[src/rtl/disparity_sweep_scheduler_pkg.sv]
// Shared widths, scheduler state type and the disparity clamp helper used by the
// disparity sweep scheduler and its delay line.
package stereo_pkg;

    localparam int unsigned DISP_W       = 6;
    localparam int unsigned LANES        = 4;
    localparam int unsigned DISP_MAX_VAL = 63;
    localparam int unsigned PASS_W       = 4;
    localparam int unsigned RAW_W        = 8;

    typedef enum logic [1:0] {
        StIdle,
        StIssue,
        StDrain,
        StFlush
    } sched_state_t;

    // Returns {disparity, mask_bit}; candidates past the search range saturate and
    // are masked off so compare_ws ignores them.
    function automatic logic [DISP_W:0] clamp_disp(input logic [RAW_W-1:0] raw);
        logic [DISP_W:0] res;
        if (raw > RAW_W'(DISP_MAX_VAL)) begin
            res = {DISP_W'(DISP_MAX_VAL), 1'b0};
        end else begin
            res = {raw[DISP_W-1:0], 1'b1};
        end
        return res;
    endfunction

endpackage

[src/rtl/disparity_sweep_scheduler_if.sv]
// Column-start request plus the per-lane disparity and result-alignment outputs of
// the disparity sweep scheduler. master = requester/consumer side, slave = scheduler.
interface disparity_sweep_scheduler_if;
    import stereo_pkg::*;

    logic              read_start;
    logic [DISP_W-1:0] disp_offset;
    logic [DISP_W-1:0] disparity_1;
    logic [DISP_W-1:0] disparity_2;
    logic [DISP_W-1:0] disparity_3;
    logic [DISP_W-1:0] disparity_4;
    logic              issue;
    logic              valid;
    logic [LANES-1:0]  lane_mask;
    logic [PASS_W-1:0] pass_index;
    logic              clear_buffer;
    logic              busy;
    logic              overrun;

    modport master (
        output read_start, disp_offset,
        input  disparity_1, disparity_2, disparity_3, disparity_4,
        input  issue, valid, lane_mask, pass_index, clear_buffer, busy, overrun
    );

    modport slave (
        input  read_start, disp_offset,
        output disparity_1, disparity_2, disparity_3, disparity_4,
        output issue, valid, lane_mask, pass_index, clear_buffer, busy, overrun
    );

endinterface

[src/rtl/disparity_sweep_scheduler_delay_line.sv]
// sched_delay_line: fixed-depth shift register that carries the {issue, mask, pass}
// tag alongside the SAD pipelines so it emerges as {valid, lane_mask, pass_index}.
module sched_delay_line #(
    parameter int unsigned Depth = 8,
    parameter int unsigned Width = 9
) (
    input  logic             clock,
    input  logic             reset,
    input  logic [Width-1:0] din,
    output logic [Width-1:0] dout
);

    logic [Width-1:0] stage_q [Depth];

    // Advance the tag one stage per cycle; reset empties the whole line.
    always_ff @(posedge clock or posedge reset) begin
        if (reset) begin
            for (int i = 0; i < int'(Depth); i++) begin
                stage_q[i] <= '0;
            end
        end else begin
            stage_q[0] <= din;
            for (int i = 1; i < int'(Depth); i++) begin
                stage_q[i] <= stage_q[i-1];
            end
        end
    end

    assign dout = stage_q[Depth-1];

endmodule

[src/rtl/disparity_sweep_scheduler.sv]
// disparity_sweep_scheduler: on each accepted column start, issues MAX_DISP/4 passes
// of four candidate disparities, aligns valid/lane_mask/pass_index to the pipeline
// latency and pulses clear_buffer once the last result has been produced.
// Optional macro PENDING_START_EN: a start arriving mid-sweep is held in a one-deep
// pending slot and launched straight out of FLUSH instead of being dropped.
module disparity_sweep_scheduler #(
    parameter int unsigned MAX_DISP     = 64,
    parameter int unsigned PIPE_LATENCY = 8
) (
    input logic                        clock,
    input logic                        reset,
    disparity_sweep_scheduler_if.slave bus
);
    import stereo_pkg::*;

    localparam int unsigned       NUM_PASSES = MAX_DISP / 4;
    localparam logic [PASS_W-1:0] LAST_PASS  = PASS_W'(NUM_PASSES - 1);
    localparam int unsigned       TAG_W      = 1 + LANES + PASS_W;

    sched_state_t      state_q;
    logic [DISP_W-1:0] base_q;
    logic [PASS_W-1:0] pass_q;
    logic              issue_q;
    logic              clear_q;
    logic              busy_q;
    logic              overrun_q;
    logic [DISP_W-1:0] disp_q [LANES];
    logic [LANES-1:0]  mask_q;
`ifdef PENDING_START_EN
    logic              pending_q;
    logic [DISP_W-1:0] shadow_q;
`endif

    logic              start_now;
    logic              issue_next;
    logic [DISP_W-1:0] issue_base;
    logic [PASS_W-1:0] issue_pass;
    logic [DISP_W:0]   lane_res [LANES];

    logic [TAG_W-1:0]  tag_in;
    logic [TAG_W-1:0]  tag_out;
    logic              dl_valid;
    logic [PASS_W-1:0] dl_pass;

    // Decide whether a pass is driven this edge and compute its four lane candidates.
    always_comb begin
        start_now = (state_q == StIdle) && bus.read_start;
`ifdef PENDING_START_EN
        start_now = start_now || ((state_q == StFlush) && (pending_q || bus.read_start));
`endif
        issue_next = start_now || ((state_q == StIssue) && (pass_q != LAST_PASS));

        if (state_q == StIssue) begin
            issue_base = base_q;
            issue_pass = pass_q + PASS_W'(1);
        end else begin
            issue_base = bus.disp_offset;
            issue_pass = '0;
`ifdef PENDING_START_EN
            // pending_q is only ever set outside IDLE, so this picks the shadow in FLUSH.
            if (pending_q) begin
                issue_base = shadow_q;
            end
`endif
        end

        for (int k = 0; k < int'(LANES); k++) begin
            lane_res[k] = clamp_disp(RAW_W'(issue_base) + RAW_W'({issue_pass, 2'b00}) +
                                     RAW_W'(k));
        end
    end

    // Sweep sequencer with registered outputs.
    always_ff @(posedge clock or posedge reset) begin
        if (reset) begin
            state_q   <= StIdle;
            base_q    <= '0;
            pass_q    <= '0;
            issue_q   <= 1'b0;
            clear_q   <= 1'b0;
            busy_q    <= 1'b0;
            overrun_q <= 1'b0;
            mask_q    <= '0;
            for (int k = 0; k < int'(LANES); k++) begin
                disp_q[k] <= '0;
            end
`ifdef PENDING_START_EN
            pending_q <= 1'b0;
            shadow_q  <= '0;
`endif
        end else begin
            issue_q <= issue_next;
            clear_q <= 1'b0;

            // Disparities hold their last value between sweeps.
            if (issue_next) begin
                base_q <= issue_base;
                pass_q <= issue_pass;
                for (int k = 0; k < int'(LANES); k++) begin
                    disp_q[k] <= lane_res[k][DISP_W:1];
                    mask_q[k] <= lane_res[k][0];
                end
            end

            unique case (state_q)
                StIdle: begin
                    if (start_now) begin
                        state_q <= StIssue;
                        busy_q  <= 1'b1;
                    end
                end
                StIssue: begin
                    if (!issue_next) begin
                        state_q <= StDrain;
                    end
                end
                StDrain: begin
                    // The last pass leaving the delay line marks the sweep as complete.
                    if (dl_valid && (dl_pass == LAST_PASS)) begin
                        state_q <= StFlush;
                        clear_q <= 1'b1;
                    end
                end
                StFlush: begin
                    if (start_now) begin
                        state_q <= StIssue;
                    end else begin
                        state_q <= StIdle;
                        busy_q  <= 1'b0;
                    end
                end
                default: state_q <= StIdle;
            endcase

`ifdef PENDING_START_EN
            if (state_q == StFlush) begin
                pending_q <= 1'b0;
            end
            if (bus.read_start && (state_q != StIdle)) begin
                if (pending_q) begin
                    overrun_q <= 1'b1;
                end else if (state_q != StFlush) begin
                    // A start seen in FLUSH is launched directly, so it needs no slot.
                    pending_q <= 1'b1;
                    shadow_q  <= bus.disp_offset;
                end
            end
`else
            if (bus.read_start && (state_q != StIdle)) begin
                overrun_q <= 1'b1;
            end
`endif
        end
    end

    // Only live passes carry a mask and index, so idle slots come out as all-zero.
    assign tag_in = {issue_q,
                     issue_q ? mask_q : {LANES{1'b0}},
                     issue_q ? pass_q : {PASS_W{1'b0}}};

    sched_delay_line #(
        .Depth (PIPE_LATENCY),
        .Width (TAG_W)
    ) u_delay_line (
        .clock (clock),
        .reset (reset),
        .din   (tag_in),
        .dout  (tag_out)
    );

    assign dl_valid = tag_out[TAG_W-1];
    assign dl_pass  = tag_out[PASS_W-1:0];

    assign bus.disparity_1  = disp_q[0];
    assign bus.disparity_2  = disp_q[1];
    assign bus.disparity_3  = disp_q[2];
    assign bus.disparity_4  = disp_q[3];
    assign bus.issue        = issue_q;
    assign bus.valid        = dl_valid;
    assign bus.lane_mask    = tag_out[PASS_W +: LANES];
    assign bus.pass_index   = dl_pass;
    assign bus.clear_buffer = clear_q;
    assign bus.busy         = busy_q;
    assign bus.overrun      = overrun_q;

endmodule

[src/flat_wrapper.sv]
// flat-port wrapper written by rule: the top's interface ports become plain ports
module disparity_sweep_scheduler_flat import stereo_pkg::*;
#(
    parameter int unsigned MAX_DISP     = 64,
    parameter int unsigned PIPE_LATENCY = 8
)
  (clock, reset, bus_read_start, bus_disp_offset, bus_disparity_1, bus_disparity_2, bus_disparity_3, bus_disparity_4, bus_issue, bus_valid, bus_lane_mask, bus_pass_index, bus_clear_buffer, bus_busy, bus_overrun);
  disparity_sweep_scheduler_if bus_i ();
  input logic clock;
  input logic reset;
  input wire logic [$bits(bus_i.read_start)-1:0] bus_read_start;
  input wire logic [$bits(bus_i.disp_offset)-1:0] bus_disp_offset;
  output wire logic [$bits(bus_i.disparity_1)-1:0] bus_disparity_1;
  output wire logic [$bits(bus_i.disparity_2)-1:0] bus_disparity_2;
  output wire logic [$bits(bus_i.disparity_3)-1:0] bus_disparity_3;
  output wire logic [$bits(bus_i.disparity_4)-1:0] bus_disparity_4;
  output wire logic [$bits(bus_i.issue)-1:0] bus_issue;
  output wire logic [$bits(bus_i.valid)-1:0] bus_valid;
  output wire logic [$bits(bus_i.lane_mask)-1:0] bus_lane_mask;
  output wire logic [$bits(bus_i.pass_index)-1:0] bus_pass_index;
  output wire logic [$bits(bus_i.clear_buffer)-1:0] bus_clear_buffer;
  output wire logic [$bits(bus_i.busy)-1:0] bus_busy;
  output wire logic [$bits(bus_i.overrun)-1:0] bus_overrun;
  assign bus_i.read_start = bus_read_start;
  assign bus_i.disp_offset = bus_disp_offset;
  assign bus_disparity_1 = bus_i.disparity_1;
  assign bus_disparity_2 = bus_i.disparity_2;
  assign bus_disparity_3 = bus_i.disparity_3;
  assign bus_disparity_4 = bus_i.disparity_4;
  assign bus_issue = bus_i.issue;
  assign bus_valid = bus_i.valid;
  assign bus_lane_mask = bus_i.lane_mask;
  assign bus_pass_index = bus_i.pass_index;
  assign bus_clear_buffer = bus_i.clear_buffer;
  assign bus_busy = bus_i.busy;
  assign bus_overrun = bus_i.overrun;
  disparity_sweep_scheduler #(.MAX_DISP(MAX_DISP), .PIPE_LATENCY(PIPE_LATENCY)) u_core (.clock(clock), .reset(reset), .bus(bus_i));
endmodule
[config.mk]
export PLATFORM = sky130hd
export DESIGN_NAME = disparity_sweep_scheduler_flat
export DESIGN_NICKNAME = d
export VERILOG_FILES = /design/src/rtl/disparity_sweep_scheduler_pkg.sv /design/src/rtl/disparity_sweep_scheduler_if.sv /design/src/rtl/disparity_sweep_scheduler_delay_line.sv /design/src/rtl/disparity_sweep_scheduler.sv /design/src/flat_wrapper.sv
export SDC_FILE = /design/constraint.sdc
export NUM_CORES = 1
export LEC_CHECK = 0
export CAP_MARGIN = 30
export CORE_MARGIN = 2
export CORE_UTILIZATION = 60
export CTS_CLUSTER_SIZE = 20
export DETAILED_ROUTE_END_ITERATION = 16
export PLACE_DENSITY_LB_ADDON = 0.08
export SYNTH_ARGS = -nofsm -noshare
export SYNTH_HDL_FRONTEND = slang
export SYNTH_HIERARCHICAL = 1
export SYNTH_SLANG_ARGS = --single-unit
[constraint.sdc]
create_clock -name clock -period 6.48 [get_ports clock]
set_input_delay 0.972 -clock clock [delete_from_list [all_inputs] [get_ports clock]]
set_output_delay 0.972 -clock clock [all_outputs]
set_load 0.02 [all_outputs]
==> flow_metrics.py <==
metrics = {
    "cts": {
        "ctsResizeCount": 0,
        "htreeDepth": 4,
        "cts.sinks": 116,
        "cts_hold_buf": 0,
        "clock_path_buffers": 2,
        "cts_tree": "built",
        "clk_pin_slew_ns": 0.06,
        "clk_latency_ns": 0.51,
        "post-cts-setup-buffers": 0,
        "cts_made_buffers": 17,
        "root_buffer": "clkbuf_8",
    },
    "sta": {
        "fin_ws_ns": 2.64,
        "finClkSkew_ns": 0.00434,
        "finalSetupTns_ns": 0,
        "clock.fmax_ghz": 0.260,
        "drv_slew": 0,
        "tightest_slew_ns": 0.828,
        "fin_crit_ns": 3.84,
        "finalHoldViolations": 0,
        "rsz0062_at_grt": "no",
        "final-setup-viol-count": 0,
        "fin_crit_sh_pct": 59.3,
        "relSlewSlack_pct": 44.8,
    },
    "critical_path": {
        "cp.required_ns": 6.82,
        "worst-path-max-fanout": 19,
        "crit_start": "u_core/state_q[1]",
        "end_kind": "register",
        "crit_chain": "inv_1 -> ha_1 -> mux2_2 -> ha_1 -> inv_1 -> fa_1 -> and2b_2 -> nand2_1 -> nor3_4 -> mux2i_2 -> a31oi_1",
        "crit_slowest_cell": "ha_1",
        "arrival_ns": 4.18,
        "start_kind": "register",
        "r2r-start": "u_core/state_q[1]",
        "crit_type": "register to register",
        "max_stage_delay_ns": 0.58,
    },
    "routing": {
        "drc": 0,
        "postRouteAntennaNets": 0,
        "drt_iter0_markers": 227,
        "route.vias.total": 2623,
        "viasPerCell": 5.31,
        "wl_mm": 8.42,
        "post_drt_wl_per_cell_um": 17.1,
        "first_pass_iters": 4,
    },
    "yosys": {
        "synth_nets": 359,
        "yosys.area.top_type": "dfrtp_1",
        "synthTopCellsByArea": "dfrtp_1 (67%), ha_1 (3.7%), nor2_1 (3.7%)",
        "synth_common_cells": "dfrtp_1 (116), nor2_1 (43), nand2_1 (21)",
        "syn_area_per_cell_um2": 13.0,
        "synthArstFlopShare_pct": 100,
        "ys_warn_count": 6,
        "ys_ff_latch": 116,
        "synth-edff-count": 0,
        "synth-main-ff-cell": "dfrtp_1",
        "yosysMostFrequentCell": "dfrtp_1",
        "synth_seq_area_share_pct": 66.5,
        "synth.top_cell.area_share_pct": 66.5,
        "yosysUniqueCellTypes": 48,
        "synthCells": 336,
        "synth_area_um2": 4360,
    },
    "placement": {
        "place.gp.congestion": 0.836,
        "hpwl_mm": 4.82,
        "io_buffers": 45,
        "post-place-ws_ns": 2.61,
    },
    "die": {
        "start_util_pct": 61.2,
        "die_h_um": 89.3,
        "boundaryPins": 46,
        "die_area_um2": 7970,
        "core.rowCount": 31,
        "die_w_um": 89.3,
        "coreArea_um2": 7140,
    },
    "pwr": {
        "p_per_area_nw_per_um2": 586,
        "cellLeakagePower_nw": 2.45,
        "finalPower_w": 0.00316,
        "irDropWorstVdd_v": 0.000310,
    },
    "grt": {
        "grt_pass1_vias": 2747,
        "grt_max_degree": 73,
        "antenna_found_initial": 0,
        "grt_pass1_wl_mm": 13.6,
        "grtUsageTotal_pct": 23.7,
        "overflow": 0,
    },
    "worst_hold_path": {
        "hp-class": "register to register",
        "min_from": "u_core/u_delay_line/stage_q[66]",
    },
    "cells_and_area": {
        "fillCellCount": 481,
        "drive_above_1_share_pct": 13.9,
        "finalNetCount": 405,
        "regArea_um2": 2900,
        "multi_input_area_um2": 1280,
        "antenna_cells": 0,
        "area_growth_pct": 23.4,
    },
    "flow_run": {
        "cap_violations": 0,
    },
    "outcome": {
        "status": "completed",
    },
}
==> state kept, by name, indices dropped and copies added (netlist names) <==
name,flops
u_core/base_q,6
u_core/bus.busy,1
u_core/bus.clear_buffer,1
u_core/bus.disparity_1,6
u_core/bus.disparity_2,6
u_core/bus.disparity_3,6
u_core/bus.disparity_4,6
u_core/bus.issue,1
u_core/bus.overrun,1
u_core/mask_q,4
u_core/pass_q,4
u_core/state_q,2
u_core/u_delay_line/dout,9
u_core/u_delay_line/stage_q,63
==> critical path, delay by kind of cell, from the launching register on <==
family,cells,cell delay (ns)
flip-flops,1,0.40
buffers and inverters,2,0.18
AND/OR/NAND/NOR,3,0.74
multiplexers,2,0.83
AO/OA/AOI/OAI,1,0.18
adder cells (fa/ha/maj),3,1.33
==> worst paths after layout <==
kind                       cells after the start  slack, ns                               to
max in group asynchronous                      3       4.86  u_core/u_delay_line/stage_q[47]
max reg2reg                                   11       2.64        u_core/bus.disparity_4[5]
min                                            0       0.35  u_core/u_delay_line/stage_q[57]
max                                           11       2.64        u_core/bus.disparity_4[5]
min reg2reg                                    0       0.35  u_core/u_delay_line/stage_q[57]
min in group asynchronous                      3       1.00        u_core/bus.disparity_2[1]
==> placed cells by master, fill, tap and decap left out, drive strengths merged, types with 3 or more instances in the layout <==
cell	netlist	routed
dfrtp	116	116
clkdlybuf4s50	0	45
nor2	43	43
nand2	21	21
a31oi	19	19
clkbuf	10	18
inv	11	14
ha	13	13
and2	11	11
o21ai	10	10
clkinv	1	9
a21oi	7	7
xnor2	7	7
mux2	7	7
nand3	6	6
xor2	4	4
mux2i	4	4
nor3	4	4
nand2b	3	3
buf	11	3
nor2b	3	3
==> cell type report <==
class / instances / share of cell area (%)
Clock inverter: 14 / 2.42
Sequential cell: 116 / 53.9
Multi-Input combinational cell: 187 / 23.8
Tap cell: 99 / 2.30
Clock buffer: 18 / 7.95
Inverter: 12 / 0.836
Timing Repair Buffer: 48 / 8.78
==> logic make-up after synthesis <==
| kind of cell | count (synthesis) | share of synthesized area (%) |
|---|---|---|
| muxes | 11 | 2.98 |
| and+or+nand+nor | 102 | 11.7 |
| buffers and inverters | 33 | 4.10 |
| xor gates and xnor gates | 12 | 2.72 |
| DFF | 116 | 66.5 |
| adders and majority gates | 14 | 4.19 |
| AOI/OAI and AO/OA | 48 | 7.80 |
==> routing by layer <==
metal / wire length, µm / GRT usage [%] / vias to the layer above
li1: - / - / 1215
met5: 0 / 0 / -
met3: 274 / 6.65 / 15
met4: 159 / 10.4 / 0
met1: 3730 / 29.8 / 1327
met2: 4260 / 38.7 / 66
==> per-stage QoR <==
stage          instance area [µm²]  hold slack [ns]  utilization (%)  std cells
2_1_floorplan                 4360            0.331                -        336
3_3_place_gp                  4830            0.334             67.6        462
3_5_place_dp                  4830            0.335             67.6        462
4_1_cts                       5390            0.349             75.5        494
5_1_grt                       5390            0.349             75.5        494
6_report                      5390            0.348             75.5        494
==> where the power goes <==
group          total, W  internal [W]  switching, W
Sequential      0.00114       0.00100      0.000142
Combinational   0.00115      0.000481      0.000671
Clock          0.000862      0.000521      0.000341
Note: power is estimated with default switching activity, not from simulation.
